<file path="config.mk">
export PLATFORM = sky130hd
export DESIGN_NAME = fifo_fwft2_rd_sched
export DESIGN_NICKNAME = d
export VERILOG_FILES = /design/src/rtl/fifo_fwft2_rd_sched.sv
export SDC_FILE = /design/constraint.sdc
export NUM_CORES = 1
export LEC_CHECK = 0
export CAP_MARGIN = 25
export CORE_ASPECT_RATIO = 2
export CORE_MARGIN = 2
export CORE_UTILIZATION = 30
export DETAILED_ROUTE_END_ITERATION = 6
export GPL_TIMING_DRIVEN = 0
export HOLD_SLACK_MARGIN = 0.02
export PLACE_DENSITY_LB_ADDON = 0.3
export SLEW_MARGIN = 10
export SYNTH_ARGS = -nofsm -noshare
export SYNTH_HDL_FRONTEND = slang
export SYNTH_SLANG_ARGS = --single-unit
</file>
<file path="constraint.sdc">
create_clock -name clk -period 5 [get_ports clk]
set_input_delay 1 -clock clk [delete_from_list [all_inputs] [get_ports clk]]
set_output_delay 1 -clock clk [all_outputs]
set_load 0.1 [all_outputs]
</file>
<file path="src/rtl/fifo_fwft2_rd_sched.sv">
// Read scheduler for the dual-read-port FWFT activation FIFO: drains a per-job
// word count from each port and merges both round-robin onto one stream.
module fifo_fwft2_rd_sched #(
  parameter int DATA_WIDTH = 4,
  parameter int LEN_WIDTH  = 8
) (
  input  logic                    clk,
  input  logic                    rst_n,
  input  logic                    Reset,
  input  logic                    start,
  input  logic [LEN_WIDTH-1:0]    len,
  input  logic [1:0]              fifo_empty,
  input  logic [2*DATA_WIDTH-1:0] fifo_data,
  output logic [1:0]              fifo_pop,
  output logic                    out_valid,
  input  logic                    out_ready,
  output logic [DATA_WIDTH-1:0]   out_data,
  output logic                    out_port,
  output logic                    busy,
  output logic                    done,
  output logic [1:0]              dbg_state
);

  typedef enum logic [1:0] {
    S_IDLE = 2'd0,
    S_RUN  = 2'd1,
    S_DONE = 2'd2
  } state_t;

  state_t               state_q;
  logic [LEN_WIDTH-1:0] cnt0_q, cnt1_q;
  logic [LEN_WIDTH-1:0] cnt0_d, cnt1_d;
  logic                 rr_last_q;
  logic                 hold_q;
  logic                 grant_q;
  logic                 busy_q;
  logic                 done_q;

  logic                  run;
  logic [1:0]            elig;
  logic                  grant;
  logic                  xfer;
  logic [DATA_WIDTH-1:0] sel_data;

  assign run     = (state_q == S_RUN);
  assign elig[0] = run && (cnt0_q != '0) && !fifo_empty[0];
  assign elig[1] = run && (cnt1_q != '0) && !fifo_empty[1];

  // A held grant wins; otherwise the port that did not transfer last is preferred.
  always_comb begin
    grant = 1'b0;
    if (hold_q) begin
      grant = grant_q;
    end else if (rr_last_q) begin
      grant = !elig[0] && elig[1];
    end else begin
      grant = elig[1];
    end
  end

  // Valid/ready: a word moves when out_valid && out_ready at a rising edge; once
  // out_valid rises, valid, data and port stay fixed until that transfer.
  assign out_valid = run && (hold_q || (|elig));
  assign xfer      = out_valid && out_ready;
  assign fifo_pop  = xfer ? (grant ? 2'b10 : 2'b01) : 2'b00;
  assign sel_data  = grant ? fifo_data[2*DATA_WIDTH-1:DATA_WIDTH] : fifo_data[DATA_WIDTH-1:0];
  assign out_data  = out_valid ? sel_data : '0;
  assign out_port  = out_valid && grant;

  assign cnt0_d = cnt0_q - {{(LEN_WIDTH-1){1'b0}}, (xfer && !grant)};
  assign cnt1_d = cnt1_q - {{(LEN_WIDTH-1){1'b0}}, (xfer && grant)};

  assign busy      = busy_q;
  assign done      = done_q;
  assign dbg_state = state_q;

  always_ff @(posedge clk or negedge rst_n) begin
    if (!rst_n) begin
      state_q   <= S_IDLE;
      cnt0_q    <= '0;
      cnt1_q    <= '0;
      rr_last_q <= 1'b1;
      hold_q    <= 1'b0;
      grant_q   <= 1'b0;
      busy_q    <= 1'b0;
      done_q    <= 1'b0;
    end else if (Reset) begin
      state_q   <= S_IDLE;
      cnt0_q    <= '0;
      cnt1_q    <= '0;
      rr_last_q <= 1'b1;
      hold_q    <= 1'b0;
      grant_q   <= 1'b0;
      busy_q    <= 1'b0;
      done_q    <= 1'b0;
    end else begin
      case (state_q)
        S_IDLE: begin
          if (start) begin
            cnt0_q  <= len;
            cnt1_q  <= len;
            state_q <= S_RUN;
            busy_q  <= 1'b1;
          end
        end
        S_RUN: begin
          cnt0_q  <= cnt0_d;
          cnt1_q  <= cnt1_d;
          grant_q <= grant;
          if (xfer) begin
            rr_last_q <= grant;
            hold_q    <= 1'b0;
          end else if (out_valid) begin
            hold_q <= 1'b1;
          end
          if ((cnt0_d == '0) && (cnt1_d == '0)) begin
            state_q <= S_DONE;
            done_q  <= 1'b1;
          end
        end
        S_DONE: begin
          state_q <= S_IDLE;
          done_q  <= 1'b0;
          busy_q  <= 1'b0;
        end
        default: begin
          state_q <= S_IDLE;
          done_q  <= 1'b0;
          busy_q  <= 1'b0;
        end
      endcase
    end
  end

endmodule

</file>
### Word-level counts from Yosys, hierarchy flattened

Index checks and enable logic that the tools add are counted.

* output and inout port bits: 12
* flip-flop bits (word level): 23
* logic and storage cells: 77

* equal/unequal tests: 5
* reductions and logical operators: 32
* muxes and demuxes: 30
* add/sub/neg operators: 2

Operator list (number)
* 8-bit one-hot mux with 2 select lines: 2
* 8-bit 2-to-1 mux: 3
* 8-bit logical NOT: 2
* 8-bit nonzero test: 2
* 8-bit by 1-bit subtractor with 8-bit output: 2
* 1-bit 2-to-1 mux: 15
* 2-bit AND reduction: 6
* 1-bit logical AND: 11
* 2-bit 2-to-1 mux: 5
* 4-bit 2-to-1 mux: 2
* 3-bit nonzero test: 2
* 1-bit logical NOT: 4
* 2-bit inequality test (second input constant): 2
* 1-bit one-hot mux with 2 select lines: 2
* 2-bit one-hot mux with 2 select lines: 1
* 2-bit nonzero test: 2
* 3-bit by 2-bit inequality test with 1-bit output (second input constant): 1
* 3-bit inequality test (second input constant): 1
* 2-bit by 1-bit equality test with 1-bit output (second input constant): 1
* 2-bit logical NOT: 1
* 2-bit OR reduction: 1
* 1-bit logical OR: 1

### Longest topological paths before layout

* depth in word-level cells: 15
* mapped depth: 14

### Worst setup path after synthesis

OpenSTA, ideal clock, no wires.

* kind: reg-to-reg
* from: register state_q[1], in the netlist dbg_state[1]
* to: register done_q, in the netlist done
* data arrival time: 4.962 ns
* stages on the path, launching flop included: 14
* required time: 4.878 ns
* path slack: -0.084 ns
* cells stage by stage: dfrtp_1 > nand2b_1 > nor2_1 > a32oi_2 > inv_1 > nor2_1 > ha_1 > ha_1 > or3b_1 > buf_2 > or4_4 > nand4_1 > nor4_2 > a22o_1

* word-level cells in the longest chain between the ends: 14

RTL lines
* start, declared: line 30 `state_t state_q;`
* start signal, assigned: line 79 `state_q <= S_IDLE;`
* start signal, assigned: line 88 `state_q <= S_IDLE;`
* start signal, assigned: line 102 `state_q <= S_RUN;`
* 2-bit by 1-bit equality test with 1-bit output: line 45, 97
* 1-bit logical AND (2 in series): line 46 `assign elig[0] = run && (cnt0_q != '0) && !fifo_empty[0];`
* 1-bit logical NOT: line 55 `grant = !elig[0] && elig[1];`
* 1-bit logical AND: line 55
* 1-bit 2-to-1 mux: line 54 `end else if (rr_last_q) begin`
* 1-bit 2-to-1 mux: line 52 `if (hold_q) begin`
* 1-bit logical NOT: line 70 `assign cnt0_d = cnt0_q - {{(LEN_WIDTH-1){1'b0}}, (xfer && !grant)};`
* 1-bit logical AND: line 70
* 8-bit by 1-bit subtractor with 8-bit output: line 70
* 8-bit logical NOT: line 116 `if ((cnt0_d == '0) && (cnt1_d == '0)) begin`
* 1-bit logical AND: line 116
* 3-bit by 2-bit inequality test with 1-bit output (no source line)
* 2-bit AND reduction (no source line)
* end signal, assigned: line 118 `done_q <= 1'b1;`
* end signal, assigned: line 123 `done_q <= 1'b0;`
* end signal, assigned: line 128 `done_q <= 1'b0;`
* end, declared: line 37 `logic done_q;`

Several ways; a longest one is shown, not always the timed one.
A chain may end at the register's enable or synchronous reset.

### Final worst setup path

* from: input port fifo_empty[0]
* to: output port fifo_pop[0]

* word-level cells in the longest chain between the ends: 8

RTL lines
* start, declared: line 12 `input logic [1:0] fifo_empty,`
* 1-bit logical NOT (*): line 46
* 1-bit logical AND (*): line 46
* 1-bit logical NOT: line 55
* 1-bit logical AND: line 55
* 1-bit 2-to-1 mux: line 54
* 1-bit 2-to-1 mux: line 52
* 2-bit 2-to-1 mux: line 65 `assign fifo_pop = xfer ? (grant ? 2'b10 : 2'b01) : 2'b00;`
* 2-bit 2-to-1 mux (*): line 65
* end, declared: line 14 `output logic [1:0] fifo_pop,`

Mark *: on every way between the ends. The rest lies on a longest branch, timed or not.

==> run metrics <==
layout cells sized above 1 under 10%; Core Rows 37; die height roughly 110 um; worst ir drop on vdd between 0.2 and 0.25 mV; mapped cell area around 0.0016 mm2; detailed-placement wirelength estimate ~4000 um; Synth Flop Type dfrtp_1; CP Class input port to output port; TritonCTS clock tree yes; Hold Crit Class register to register; initial core utilization a little under a third; IO Count 35; Gate Count Post-Synth slightly below 200; wire length per cell about 17 um; CTS root buf clkbuf_8; final slew viol count 0; Synth Net Count about 220; crit path DAT between 3 and 4 ns; Post-CTS Setup Bufs 0; crit-path cells clkdlybuf4s50_1 > a211o_1 > a32oi_2 > inv_1 > nor2_2 > clkdlybuf4s50_1; Post-Route Setup TNS 0 ns; max-cap violations 0; die area between 0.005 and 0.006 mm2; clock-pin slew on the worst setup and hold paths ~0.09 ns; Synth top cells by count nor2_1, dfrtp_1, a21oi_1, o21ai_0, inv_1; placed cell area 0.002042 mm2; htree depth 1; Clock Tree Buf Depth 2; Pre-antenna DRT Iters 4; Slew @ Worst Pin 0.9816 ns; clk sink count 23; Port Buf Inserts 34; via count between 1500 and 2000; cts hold-fix bufs 0; yosys warns 0; CP required 4.00 ns; vias per cell 5.629; LEAKAGE 0.8802 nW; Clk Latency, worst-skew pair roughly 0.28 ns; Syn Area/Cell ~8 um2; cell taking the most area after synthesis dfrtp_1; number of buffers created by CTS 3; CTS resizes 0; vias in the first global route 1595; ANT cells 0; first-pass GRT wire length ~8000 um; Final nets 264; Remaining Overflow, GRT 0; ys async rst share 100.0%; design area between 0.002 and 0.0025 mm2; post-route clock period utilization 92.28%; Post-synth EDFFs 0; Yosys top cell area share roughly 34%; Max FO, Critical Path 8; pin count of the biggest net entering global routing 17; f_max around 220 MHz; Min Clock Period, post-route 4.614 ns; final hold violation count 0; register area share after synthesis between 30% and 40%; number of synthesized register bits 23; die width 55.75 um; final setup vio count 0; Crit path largest cell delay about 1.2 ns; Layout area overhead 29.98%; Final Skew 0.005783 ns; Rel. slew slack 34.35%; final WL between 5000 and 6000 um; Startpoint Class input port; count leader, synth nor2_1; unrepaired setup endpoints after global routing false; gp weighted congestion 0.8968; DR DRC count 0; DRT antenna net count 0; initial antenna violation count 0; synth unique cells 46; slowest CP cell clkdlybuf4s50_1; most used cell, CP clkdlybuf4s50_1; crit path capture type output port; Power Dens Cells between 200 and 300 mW/mm2; outcome finished, final reports clean; core area 0.005139 mm2; total track usage between 10% and 20%; largest cells by area after synthesis dfrtp_1, nor2_1, a21oi_1; drt initial violations 54
==> per-stage QoR <==
step                instances  total power [W]  util [%]  setup WS (ns)  hold slack (ns)
floorplan                 196        0.0003689         -         0.1331           0.4710
global placement          288        0.0004386     39.35         0.3756           0.4986
detailed placement        290        0.0004425     39.74         0.3666           0.5029
CTS                       294        0.0005646     40.64         0.3606           0.5235
global route              294        0.0005939     40.64         0.2428           0.5625
finish                    294        0.0005660     40.64         0.3860           0.5185
==> where the power goes <==
group	total, W	switching (W)	internal [W]	leakage, nW
Clock	0.000126	0.0000703	0.0000561	0.0255
Sequential	0.000225	0.0000218	0.000203	0.303
Combinational	0.000215	0.000139	0.0000757	0.551
Total	0.000566	0.000231	0.000334	0.880
==> worst paths after layout <==
kind	start	endpoint	slack, ns	cells after the start
max	fifo_empty[0]	fifo_pop[0]	0.39	6
min	cnt0_q[0]	cnt0_q[0]	0.52	2
max reg2reg	cnt0_q[2]	dbg_state[0]	1.13	11
min reg2reg	cnt0_q[0]	cnt0_q[0]	0.52	2
max in group asynchronous	rst_n	rr_last_q	3.47	2
min in group asynchronous	rst_n	cnt0_q[1]	1.00	1
==> flip-flops by register name (all words and copies together) (netlist names) <==
name	count
cnt0_q	8
cnt1_q	8
dbg_state	2
busy	1
done	1
grant_q	1
hold_q	1
rr_last_q	1
==> cells in the final DEF (no fill, tap or decap), types with 2 or more instances in the layout <==
cell type        instances
nor3_1                   4
xnor2_1                  2
dfrtp_1                 22
a22o_1                   2
nand2_1                  5
nor3b_1                  2
xor2_1                   2
inv_1                   13
mux2i_1                  4
nor4_2                   2
o211ai_1                 2
nor2_1                  29
or4b_1                   2
o31ai_1                  6
o21ai_0                 17
buf_2                    4
nand4_1                  2
nor4_1                   7
and2_1                   2
or3_1                    3
clkbuf_1                 7
nand2b_1                 4
nand3_1                  3
a31oi_1                  5
a21oi_1                 17
o22ai_1                  2
clkdlybuf4s50_1         34
o21ai_1                  2
a21o_1                   2
ha_1                     4
clkbuf_8                 3
or3b_1                   2
==> layout make-up <==
class                   count  area (um2)
repair buffers             36       360.3
well taps                  58       72.57
fillers                   545        3050
clock inverters             1       5.005
flip-flops and latches     23       576.8
clock buffers               3       41.29
plain buffers              10       41.29
inverters                  13       48.80
multi-input cells         150       942.2
==> routing by layer <==
layer	wire [um]	vias up	share of wire, %	GRT usage, %
met1	1835	784	36	18.00
met3	228	12	4.5	2.043
li1	-	799	-	-
met2	2753	60	55	32.91
met4	210	0	4.2	10.45
met5	0	-	0	0
==> critical path, delay by kind of cell <==
family	cells	cell delay [ns]
buf+inv	3	1.67
compound gates	2	0.78
simple gates	1	0.16
==> cell families (layout without fill, tap and decap cells) <==
logic type	Yosys count	after routing	synth area share (%)
buf+inv	23	63	5.608
fa+ha+maj	4	4	3.115
xor+xnor	4	4	2.181
flops	23	23	35.90
simple gates	75	75	26.01
mux	4	4	2.492
compound gates	63	63	24.69
Note: power is estimated with default switching activity, not from simulation.
